--- src/rtl/rtc_pkg.sv ---
// ============================================================================
// Module   : rtc_pkg
// Purpose  : Shared widths, RTC register map constants and scheduler states.
// Revision : 1.0 - initial release
// ============================================================================
`default_nettype none

package rtc_pkg;

   localparam int c_data_w = 8;
   localparam int c_addr_w = 8;

   // Time/date register block; offsets are relative to c_rd_base
   localparam logic [c_addr_w-1:0] c_rd_base   = 8'h21;
   localparam int                  c_off_sec   = 0;
   localparam int                  c_off_min   = 1;
   localparam int                  c_off_hour  = 2;
   localparam int                  c_off_day   = 3;
   localparam int                  c_off_month = 4;
   localparam int                  c_off_year  = 5;

   typedef enum logic [2:0] {
      ST_IDLE     = 3'd0,
      ST_WR_START = 3'd1,
      ST_WR_WAIT  = 3'd2,
      ST_RD_START = 3'd3,
      ST_RD_WAIT  = 3'd4,
      ST_RD_NEXT  = 3'd5
   } sched_state_e;

endpackage

`default_nettype wire

--- src/rtl/rtc_tick_counter.sv ---
// ============================================================================
// Module   : rtc_tick_counter
// Purpose  : Wrap counter 0..MAX-1 with clear and a terminal-count pulse.
// Revision : 1.0 - initial release
// ============================================================================
`default_nettype none

module rtc_tick_counter #(
   parameter int MAX = 16
) (
   input  logic clk,
   input  logic reset,
   input  logic i_clr,
   input  logic i_en,
   output logic o_tc
);

   localparam int               c_w    = (MAX > 1) ? $clog2(MAX) : 1;
   localparam logic [c_w-1:0]   c_last = c_w'(MAX - 1);

   logic [c_w-1:0] r_count;

   always_ff @(posedge clk or negedge reset) begin
      if (!reset) begin
         r_count <= '0;
      end else if (i_clr) begin
         r_count <= '0;
      end else if (i_en) begin
         r_count <= (r_count == c_last) ? '0 : r_count + c_w'(1);
      end
   end

   assign o_tc = i_en && !i_clr && (r_count == c_last);

endmodule

`default_nettype wire

--- src/rtl/rtc_bus_scheduler.sv ---
// ============================================================================
// Module   : rtc_bus_scheduler
// Purpose  : Arbitrates the RTC bus between user writes and periodic sweeps.
// Revision : 1.0 - initial release
// ============================================================================
`default_nettype none

module rtc_bus_scheduler
   import rtc_pkg::*;
#(
   parameter int                  N_READ        = 6,
   parameter logic [c_addr_w-1:0] RD_BASE       = c_rd_base,
   parameter int                  REFRESH_TICKS = 1000,
   parameter int                  TIMEOUT       = 512
) (
   input  logic                  clk,
   input  logic                  reset,
   input  logic                  wr_req,
   input  logic [c_addr_w-1:0]   wr_addr,
   input  logic [c_data_w-1:0]   wr_data,
   output logic                  wr_ack,
   output logic                  esc_inicio,
   input  logic                  esc_end_flag,
   output logic                  lec_inicio,
   input  logic                  lec_end_flag,
   input  logic [c_data_w-1:0]   lec_data,
   output logic [c_addr_w-1:0]   bus_addr,
   output logic [c_data_w-1:0]   bus_wdata,
   output logic [8*N_READ-1:0]   time_out,
   output logic                  sweep_done,
   output logic                  busy,
   output logic                  timeout_err
);

   localparam int                 c_idx_w    = (N_READ > 1) ? $clog2(N_READ) : 1;
   localparam logic [c_idx_w-1:0] c_idx_last = c_idx_w'(N_READ - 1);

   sched_state_e         r_state, w_state_nxt;
   logic [c_idx_w-1:0]   r_idx, w_idx_nxt;
   logic                 r_sweep_active, w_sweep_active_nxt;
   logic                 r_timeout_err, w_timeout_err_nxt;
   logic                 r_refresh_pending;
   logic                 r_wr_ack, r_esc_inicio, r_lec_inicio, r_sweep_done, r_busy;
   logic [c_addr_w-1:0]  r_bus_addr;
   logic [c_data_w-1:0]  r_bus_wdata;
   logic [c_data_w-1:0]  r_shadow [N_READ];
   logic [c_data_w-1:0]  r_time   [N_READ];
   logic                 w_latch_wr, w_sweep_start, w_rd_capture, w_sweep_commit, w_wr_done;
   logic                 w_refresh_tc, w_to_tc, w_in_start, w_in_wait;

   assign w_in_start = (r_state == ST_WR_START) || (r_state == ST_RD_START);
   assign w_in_wait  = (r_state == ST_WR_WAIT)  || (r_state == ST_RD_WAIT);

   rtc_tick_counter #(.MAX(REFRESH_TICKS)) u_refresh_cnt (
      .clk   (clk),
      .reset (reset),
      .i_clr (1'b0),
      .i_en  (1'b1),
      .o_tc  (w_refresh_tc)
   );

   // Cleared in the START state so the count is zero on the first WAIT cycle
   rtc_tick_counter #(.MAX(TIMEOUT)) u_timeout_cnt (
      .clk   (clk),
      .reset (reset),
      .i_clr (w_in_start),
      .i_en  (w_in_wait),
      .o_tc  (w_to_tc)
   );

   always_comb begin
      w_state_nxt        = r_state;
      w_idx_nxt          = r_idx;
      w_sweep_active_nxt = r_sweep_active;
      w_timeout_err_nxt  = r_timeout_err;
      w_latch_wr         = 1'b0;
      w_sweep_start      = 1'b0;
      w_rd_capture       = 1'b0;
      w_sweep_commit     = 1'b0;
      w_wr_done          = 1'b0;
      unique case (r_state)
         ST_IDLE: begin
            if (wr_req) begin
               w_latch_wr  = 1'b1;
               w_state_nxt = ST_WR_START;
            end else if (r_refresh_pending) begin
               w_sweep_start      = 1'b1;
               w_sweep_active_nxt = 1'b1;
               w_idx_nxt          = '0;
               w_state_nxt        = ST_RD_START;
            end
         end
         ST_WR_START: w_state_nxt = ST_WR_WAIT;
         ST_WR_WAIT: begin
            if (esc_end_flag) begin
               w_wr_done         = 1'b1;
               w_timeout_err_nxt = 1'b0;
               w_state_nxt       = r_sweep_active ? ST_RD_NEXT : ST_IDLE;
            end else if (w_to_tc) begin
               w_timeout_err_nxt  = 1'b1;
               w_sweep_active_nxt = 1'b0;
               w_state_nxt        = ST_IDLE;
            end
         end
         ST_RD_START: w_state_nxt = ST_RD_WAIT;
         ST_RD_WAIT: begin
            if (lec_end_flag) begin
               w_rd_capture      = 1'b1;
               w_timeout_err_nxt = 1'b0;
               w_state_nxt       = ST_RD_NEXT;
            end else if (w_to_tc) begin
               w_timeout_err_nxt  = 1'b1;
               w_sweep_active_nxt = 1'b0;
               w_state_nxt        = ST_IDLE;
            end
         end
         ST_RD_NEXT: begin
            if (r_idx == c_idx_last) begin
               w_sweep_commit     = 1'b1;
               w_sweep_active_nxt = 1'b0;
               w_state_nxt        = ST_IDLE;
            end else if (wr_req) begin
               w_latch_wr  = 1'b1;
               w_state_nxt = ST_WR_START;
            end else begin
               w_idx_nxt   = r_idx + c_idx_w'(1);
               w_state_nxt = ST_RD_START;
            end
         end
         default: w_state_nxt = ST_IDLE;
      endcase
   end

   always_ff @(posedge clk or negedge reset) begin
      if (!reset) begin
         r_state           <= ST_IDLE;
         r_idx             <= '0;
         r_sweep_active    <= 1'b0;
         r_timeout_err     <= 1'b0;
         r_refresh_pending <= 1'b0;
         r_wr_ack          <= 1'b0;
         r_esc_inicio      <= 1'b0;
         r_lec_inicio      <= 1'b0;
         r_sweep_done      <= 1'b0;
         r_busy            <= 1'b0;
         r_bus_addr        <= '0;
         r_bus_wdata       <= '0;
      end else begin
         r_state        <= w_state_nxt;
         r_idx          <= w_idx_nxt;
         r_sweep_active <= w_sweep_active_nxt;
         r_timeout_err  <= w_timeout_err_nxt;
         r_wr_ack       <= w_wr_done;
         r_esc_inicio   <= (w_state_nxt == ST_WR_START);
         r_lec_inicio   <= (w_state_nxt == ST_RD_START);
         r_sweep_done   <= w_sweep_commit;
         r_busy         <= (w_state_nxt != ST_IDLE);
         // A wrap during a pending or running sweep is absorbed
         if (w_sweep_start) begin
            r_refresh_pending <= 1'b0;
         end else if (w_refresh_tc && !r_sweep_active) begin
            r_refresh_pending <= 1'b1;
         end
         if (w_latch_wr) begin
            r_bus_addr  <= wr_addr;
            r_bus_wdata <= wr_data;
         end else if (w_state_nxt inside {ST_RD_START, ST_RD_NEXT}) begin
            r_bus_addr  <= RD_BASE + c_addr_w'(w_idx_nxt);
         end
      end
   end

   for (genvar g = 0; g < N_READ; g++) begin : g_entry
      always_ff @(posedge clk or negedge reset) begin
         if (!reset) begin
            r_shadow[g] <= '0;
            r_time[g]   <= '0;
         end else begin
            if (w_rd_capture && (r_idx == c_idx_w'(g))) begin
               r_shadow[g] <= lec_data;
            end
            if (w_sweep_commit) begin
               r_time[g] <= r_shadow[g];
            end
         end
      end
      assign time_out[8*g +: 8] = r_time[g];
   end

   assign wr_ack      = r_wr_ack;
   assign esc_inicio  = r_esc_inicio;
   assign lec_inicio  = r_lec_inicio;
   assign sweep_done  = r_sweep_done;
   assign busy        = r_busy;
   assign timeout_err = r_timeout_err;
   assign bus_addr    = r_bus_addr;
   assign bus_wdata   = r_bus_wdata;

endmodule

`default_nettype wire

--- config.mk ---
export PLATFORM = sky130hd
export DESIGN_NAME = rtc_bus_scheduler
export DESIGN_NICKNAME = d
export VERILOG_FILES = /design/src/rtl/rtc_pkg.sv /design/src/rtl/rtc_tick_counter.sv /design/src/rtl/rtc_bus_scheduler.sv
export SDC_FILE = /design/constraint.sdc
export NUM_CORES = 1
export LEC_CHECK = 0
export ABC_AREA = 1
export BUFFER_PORTS_ARGS = -buffer_cell sky130_fd_sc_hd__buf_2
export CORE_MARGIN = 2
export CORE_UTILIZATION = 40
export DETAILED_ROUTE_END_ITERATION = 10
export MAX_ROUTING_LAYER = met4
export PLACE_DENSITY = 0.56
export REMOVE_ABC_BUFFERS = 1
export SYNTH_ARGS = -nofsm -noshare
export SYNTH_HDL_FRONTEND = slang
export SYNTH_SLANG_ARGS = --single-unit
--- constraint.sdc ---
create_clock -name clk -period 2 [get_ports clk]
set_input_delay 0.4 -clock clk [delete_from_list [all_inputs] [get_ports clk]]
set_output_delay 0.4 -clock clk [all_outputs]
set_load 0.02 [all_outputs]
==> results of run 1 <==
[cell type report]
| cell class | instances | area [µm²] |
|---|---|---|
| Timing Repair Buffer | 108 | 636.9 |
| Fill cell | 1442 | 7652 |
| Sequential cell | 145 | 3630 |
| Clock inverter | 8 | 81.33 |
| Multi-Input combinational cell | 338 | 2142 |
| Inverter | 52 | 203.9 |
| Tap cell | 188 | 235.2 |
| Clock buffer | 24 | 451.7 |
[cells by family (layout without fill, tap and decap cells)]
| kind of cell | after synthesis | after routing | share of synthesized area |
|---|---|---|---|
| buffers and inverters | 65 | 192 | 0.05586 |
| and+or+nand+nor | 197 | 197 | 0.1511 |
| DFF | 145 | 145 | 0.5978 |
| adders and majority gates | 9 | 9 | 0.01855 |
| muxes | 48 | 48 | 0.09462 |
| xor gates and xnor gates | 5 | 5 | 0.007215 |
| AOI/OAI and AO/OA | 79 | 79 | 0.07483 |
[per-stage QoR]
step	TNS, ns	cells	hold slack [ns]	power (µW)
2_1_floorplan	-9.389	535	0.1044	5094
3_3_place_gp	0	830	0.3855	5673
3_5_place_dp	0	830	0.3898	5743
4_1_cts	0	863	0.1584	8662
5_1_grt	-0.02283	863	0.1765	9130
6_report	0	863	0.1736	8600
[final timing paths]
path / from / cells past startpoint / to
min in group asynchronous: reset / 2 / time_out[33]
worst max-delay path: u_timeout_cnt.r_count[0] / 10 / u_timeout_cnt.r_count[1]
worst min register to register: bus_wdata[4] / 2 / bus_wdata[4]
max in group asynchronous: reset / 3 / r_idx[0]
worst max register to register: u_timeout_cnt.r_count[0] / 10 / u_timeout_cnt.r_count[1]
worst min-delay path: wr_data[5] / 3 / bus_wdata[5]
[critical path: stages (launching register included)]
cell,delay (ns)
dfrtp_1,0.39
ha_2,0.21
nand3_2,0.10
nor3_2,0.14
nand2_1,0.09
nor2_1,0.10
ha_1,0.18
inv_1,0.07
nand2_1,0.12
inv_1,0.10
a22o_1,0.22
[power breakdown]
group,switching (µW),total (µW),internal [µW]
clock network,1170,2880,1710
registers,327,3800,3470
logic,1230,1920,695
total,2720,8600,5880
[cells in the final DEF (no fill, tap or decap), drive strengths merged]
| cell | netlist | final |
|---|---|---|
| o21bai | 1 | 1 |
| nand4 | 3 | 3 |
| nand2 | 139 | 139 |
| nor2 | 24 | 24 |
| and2 | 1 | 1 |
| a21oi | 7 | 7 |
| mux2 | 48 | 48 |
| bufinv | 0 | 1 |
| o22ai | 5 | 5 |
| dfrtp | 145 | 145 |
| inv | 51 | 52 |
| nor3 | 9 | 9 |
| xor2 | 4 | 4 |
| nor4 | 1 | 1 |
| ha | 9 | 9 |
| nand3 | 20 | 20 |
| clkinv | 1 | 5 |
| clkbuf | 0 | 24 |
| a31oi | 2 | 2 |
| buf | 13 | 107 |
| o21ai | 59 | 59 |
| clkinvlp | 0 | 2 |
| o22a | 1 | 1 |
| dlygate4sd3 | 0 | 1 |
| a21boi | 1 | 1 |
| xnor2 | 1 | 1 |
| a22o | 2 | 2 |
| o2111ai | 1 | 1 |
[routing by layer]
metal | part of all wire | track usage | vias up
met5 | 0 | - | -
met3 | 0.049 | 0.04439 | 20
met4 | 0.018 | 0.06270 | 0
met1 | 0.45 | 0.2189 | 2011
li1 | - | - | 2026
met2 | 0.48 | 0.2584 | 92
[flip-flops by register name (all words and copies together), names as in the netlist, 3 cells and up]
register               cells
bus_addr                   8
u_refresh_cnt.r_count     10
time_out                  48
u_timeout_cnt.r_count      9
r_state                    3
r_shadow                  48
bus_wdata                  8
r_idx                      3
[timing repair]
action,in CTS,in global routing
hold buffers,1,0
endpoints found under the setup margin,0,8
resized for setup,0,10
hold endpoints to repair,48,0
==> key figures, run 1 <==
Yosys
  • Synth Register Bits: 145
  • Mapped cell area: between 6000 and 7000 µm²
  • Top-count cell post-synth: dfrtp_1
  • Synth async-reset ratio: 1.000
  • Synth unique cells: 37
  • Synth cell count leaders: dfrtp_1, nand2_1, inv_1
  • Number of enable flip-flop cells after synthesis: 0
  • Most used DFF post-synth: dfrtp_1
  • Top cells by area, synth: dfrtp_1, nand2_1, mux2_2
  • Sequential area share after synthesis: 0.5978
  • Largest area contributor in the netlist: dfrtp_1
  • Post-synth top area share: 0.5978
  • Syn Area/Cell: between 10 and 15 µm²
  • Post-Syn Instances: between 500 and 600
  • Number of synthesis warnings: 0

Timing
  • Slew Limit Headroom: 0.6694
  • Worst-Margin Slew: 0.4959 ns
  • PnR worst setup slack: 0.1735 ns
  • Final Max Tran Viols: 0
  • Period utilization: 0.9132
  • RSZ-0062 raised after global routing: true
  • Final min period: about 1.8 ns
  • Fin. Hold Viols: 0
  • Worst Skew: roughly 0.0087 ns
  • Maximum clock rate: approximately 550 MHz
  • Setup-failing EPs final: 0

Global routing
  • Total gr overflow: 0
  • Vias in the first global route: ~4100
  • Total track usage: 0.1692
  • First-pass GRT wire length: around 21 mm
  • Largest net degree at the start of global routing: 52
  • Initial antenna violation count: 0

Detailed routing
  • Starting DRT DRC Count: around 200
  • Avg WL per Cell: about 14 µm
  • Routed wire length: around 12 mm
  • Initial DRT Pass Iterations: 4
  • Vias per cell: roughly 4.8
  • Post-route ant nets: 0
  • # DRC: 0
  • Vias: about 4100

Setup path
  • CP Class: reg2reg
  • R2R Setup Slk: around 0.17 ns
  • CP max FO: 4
  • Critical Path RT: about 2.3 ns
  • Crit. End Element: flop
  • Worst Path Arrival: between 2 and 2.5 ns
  • Startpoint types: flop

Place
  • # port buffers: 98
  • Place WS: 0.03608 ns
  • GP Congestion: slightly above 0.8
  • Post-DP HPWL: roughly 8.4 mm
  • Area post-placement: around 7000 µm²

Floorplan
  • Full die area: approximately 16000 µm²
  • Core Area: between 15000 and 20000 µm²
  • Initial Util: 0.4037
  • Die Y: about 130 µm
  • Die W: approximately 130 µm
  • Top Ports: 99
  • Num rows: 45

Clock network
  • Deepest clock path buffer count: 2
  • Cts bufs inserted: 17
  • Clock net sink count: roughly 150
  • Worst-path clk slew: about 0.06 ns
  • CTS tree: built
  • Root Buffer: clkbuf_16
  • Setup Buffers After CTS: 0
  • Htree depth: 4
  • Clk_lat worst skew: about 0.42 ns

Job
  • Max-cap violations: 0

Cells and area
  • Final-stage net count: 700
  • Ant diodes: 0
  • Final non-filler cell area: 7381 µm²
  • Final design utilization: 0.4910
  • Area Growth Syn to Fin: 21.60%
  • Fraction of layout cells with a size suffix above 1: 0.3215

Hold path
  • Worst Hold Class: in2reg

Power and ir drop
  • Worst VDD drop: 0.6891 mV
  • Pleak: approximately 0.004 µW
  • Pwr Density: approximately 1200 nW/µm²

Outcome
  • Status: finished clean
No activity file was read; power rests on OpenSTA's default activity.
==> run 2: changes to the inputs <==
- ABC_AREA: 1 -> 0
==> run 2 against run 1 <==
  * The run now ends with setup timing left
  * First-iteration DRC count increased by 27%
  * Routed wire length up 12%
  * Cell area increased by 8.8%
  * Setup slack got worse by 0.41 ns
  * Worst hold slack better by 0.012 ns
  * Sequential power increased by 9.7%
  * Critical path type unchanged
  * Largest cell class unchanged
==> key figures, run 2 <==
Floorplan
  • Initial Util: 0.4091 (+0.005342)
  • Num rows: 45 (unchanged)
  • Core Area: 15150 µm² (+0.75%)
  • Top Ports: 99 (unchanged)
  • Die Y: 128.5 µm (+1.0%)
  • Die W: 128.5 µm (+1.0%)
  • Full die area: 16500 µm² (+2.0%)

Timing
  • Setup-failing EPs final: 14 (+14)
  • PnR worst setup slack: -0.2361 ns (-0.4096 ns)
  • Final min period: 2.236 ns (+0.4096 ns)
  • Fin. Hold Viols: 0 (unchanged)
  • RSZ-0062 raised after global routing: true
  • Slew Limit Headroom: 0.6309 (-0.03846)
  • Period utilization: 1.118 (+0.2048)
  • Final Max Tran Viols: 0 (unchanged)
  • Setup TNS: -1.688 ns (-1.688 ns)
  • Worst Skew: 0.01083 ns (+0.002173 ns)
  • Maximum clock rate: 447.2 MHz (-18%)
  • Worst-Margin Slew: 0.5536 ns (+0.05770 ns)

Yosys
  • Top-count cell post-synth: dfrtp_1
  • Most used DFF post-synth: dfrtp_1
  • Synth async-reset ratio: 1.000 (unchanged)
  • Simple-Gate Fraction of Synth Area: 0.09996 (-0.05114)
  • Synth Area in Adders: 0.01817 (-0.0003784)
  • Post-synthesis mux area share: 0.1922 (+0.09763)
  • Synth Register Bits: 145 (unchanged)
  • Post-synth top area share: 0.5856 (-0.01219)
  • Compound-Gate Fraction of Synth Area: 0.07007 (-0.004757)
  • Post-Syn Instances: 478 (-13%)
  • Largest area contributor in the netlist: dfrtp_1
  • Post-synthesis xor/xnor area fraction: 0.009895 (+0.002680)
  • Sequential area share after synthesis: 0.5856 (-0.01219)
  • Synth cell count leaders: dfrtp_1, mux2_2, nand2_1
  • Top cells by area, synth: dfrtp_1, mux2_2, nand2_1
  • Mapped cell area: 6196 µm² (+2.1%)
  • Largest family of logic cells by synthesized area: multiplexers
  • Number of enable flip-flop cells after synthesis: 0 (unchanged)
  • Syn Area/Cell: 12.96 µm² (+17%)
  • Number of synthesis warnings: 0 (unchanged)
  • Synth unique cells: 57 (+54%)

Global routing
  • Initial antenna violation count: 0 (unchanged)
  • Total gr overflow: 0 (unchanged)
  • Total track usage: 0.1808 (+0.01169)
  • Vias in the first global route: 4402 (+6.5%)
  • Largest net degree at the start of global routing: 57 (+9.6%)
  • First-pass GRT wire length: 22.43 mm (+8.1%)

Detailed routing
  • Starting DRT DRC Count: 260 (+27%)
  • Routed wire length: 13.75 mm (+12%)
  • Vias: 4316 (+4.0%)
  • Avg WL per Cell: 16.37 µm (+15%)
  • Post-route ant nets: 0 (unchanged)
  • # DRC: 0 (unchanged)
  • Vias per cell: 5.138 (+6.9%)
  • Initial DRT Pass Iterations: 4 (unchanged)

Place
  • Area post-placement: 7368 µm² (+8.4%)
  • GP Congestion: 0.7938 (-4.1%)
  • # port buffers: 98 (unchanged)
  • Post-DP HPWL: 9.440 mm (+12%)
  • Place WS: -0.5453 ns (-0.5814 ns)

Cells and area
  • Final non-filler cell area: 8031 µm² (+8.8%)
  • Commonest non-fill, non-tap cells in the layout: dfrtp_1, mux2_2, buf_2
  • Fraction of layout cells with a size suffix above 1: 0.4847 (+0.1632)
  • Most common cell after layout, fill and taps aside: dfrtp_1
  • Register Area: 3630 µm² (unchanged)
  • Final-stage net count: 677 (-3.3%)
  • Final design utilization: 0.5303 (+0.03931)
  • Multi-input gate area: 2509 µm² (+17%)
  • Fillers: 1317 (-8.7%)
  • Area Growth Syn to Fin: 29.62%
  • Ant diodes: 0 (unchanged)

Clock network
  • Clock net sink count: 145 (unchanged)
  • Htree depth: 4 (unchanged)
  • CTS tree: built
  • Root Buffer: clkbuf_16
  • Clk_lat worst skew: 0.42 ns (about the same)
  • Cts bufs inserted: 17 (unchanged)
  • Deepest clock path buffer count: 2 (unchanged)
  • Worst-path clk slew: 0.06 ns (about the same)

Setup path
  • CP max stage cell: a2111o_1
  • Startpoint types: flop
  • FF-to-FF Start: u_timeout_cnt.r_count[1]
  • Worst Path Arrival: 2.53 ns (+0.40 ns)
  • CP Class: reg2reg
  • Crit. End Element: flop
  • Slowest stage delay, CP: 0.46 ns (+0.07 ns)
  • Critical Path RT: 2.29 ns (about the same)
  • CP max FO: 5 (+1)
  • Worst setup path startpoint: u_timeout_cnt.r_count[1]
  • Cell Chain, Critical Path: ha_2, nand3_2, or2_4, nor2_4, ha_4, nor2b_4, o32ai_2, a2111o_1, o21ai_1, o221ai_1

Hold path
  • Hold_sp: wr_addr[5]
  • Worst Hold Class: in2reg

Power and ir drop
  • Pwr Total: 10540 µW (+23%)
  • Pwr Density: 1313 nW/µm² (+13%)
  • Worst VDD drop: 0.6733 mV (-2.3%)
  • Pleak: 0.004055 µW (+4.1%)

Job
  • Max-cap violations: 0 (unchanged)

Outcome
  • Status: complete, but fails checks
  • Failing checks: setup timing
[run 2: changes by cell type in the layout (fill, tap and decap cells not counted), sizes merged, moves of 9 or more]
cell   previous run  this run
o21ai            59        15
buf             107       159
nand3            20         8
inv              52        14
nand2           139        37
a21oi             7        18
nor2b             0         9
mux2             48       104
[run 2: metal layers]
layer	up-vias	global-route usage	share of wire
met5	-	-	0
met4	0	0.05688	0.012
met3	15	0.03742	0.040
met2	114	0.2829	0.47
met1	2147	0.2379	0.48
li1	2040	-	-
[run 2: kinds of logic after synthesis]
group	count (synthesis)
flops	145
fa+ha+maj	9
compound gates	63
buf+inv	28
simple gates	120
mux	106
xor+xnor	7
[run 2: stage by stage]
step	cells	hold slack (ns)
floorplan	459	0.1044
global placement	803	0.3962
detailed placement	803	0.4105
CTS	839	0.1923
global route	840	0.1916
finish	840	0.1856
[run 2: path summary, 6_finish.rpt]
check                                      endpoint  slack (ns)  cells past startpoint
max in group asynchronous               bus_addr[6]        0.88                      3
min                                     bus_addr[5]        0.19                      3
min in group asynchronous  u_timeout_cnt.r_count[0]        0.50                      2
max reg2reg                             bus_addr[0]       -0.24                     10
max                                     bus_addr[0]       -0.24                     10
min reg2reg                u_refresh_cnt.r_count[0]        0.47                      1
[run 2: layout make-up]
cell class,count,area share
inverter,9,0.004206
sequential,145,0.4519
tap,188,0.02929
clock inverter,12,0.01200
multi-input combinational,306,0.3124
timing repair buffer,160,0.1346
clock buffer,20,0.05562
[run 2: power breakdown]
group / switching, µW / total, µW / leakage, µW / internal (µW)
Combinational: 1840 / 3460 / 0.00186 / 1620
Clock: 1270 / 2920 / 0.000260 / 1640
Sequential: 426 / 4170 / 0.00193 / 3740
[run 2: critical path: cells and delay by family, from the launching register on]
kind	cells	cell delay, ns
compound gates	4	0.80
simple gates	4	0.59
fa+ha+maj	2	0.37
flops	1	0.35
[run 2: repair_timing]
action / CTS / global route
setup endpoints to repair: 22 / 20
buffers inserted: 2 / 1
resized for setup: 17 / 5
hold endpoints to repair: 52 / 0
pin swaps: 9 / 3
hold buffers: 1 / 0
cloned: 1 / 0
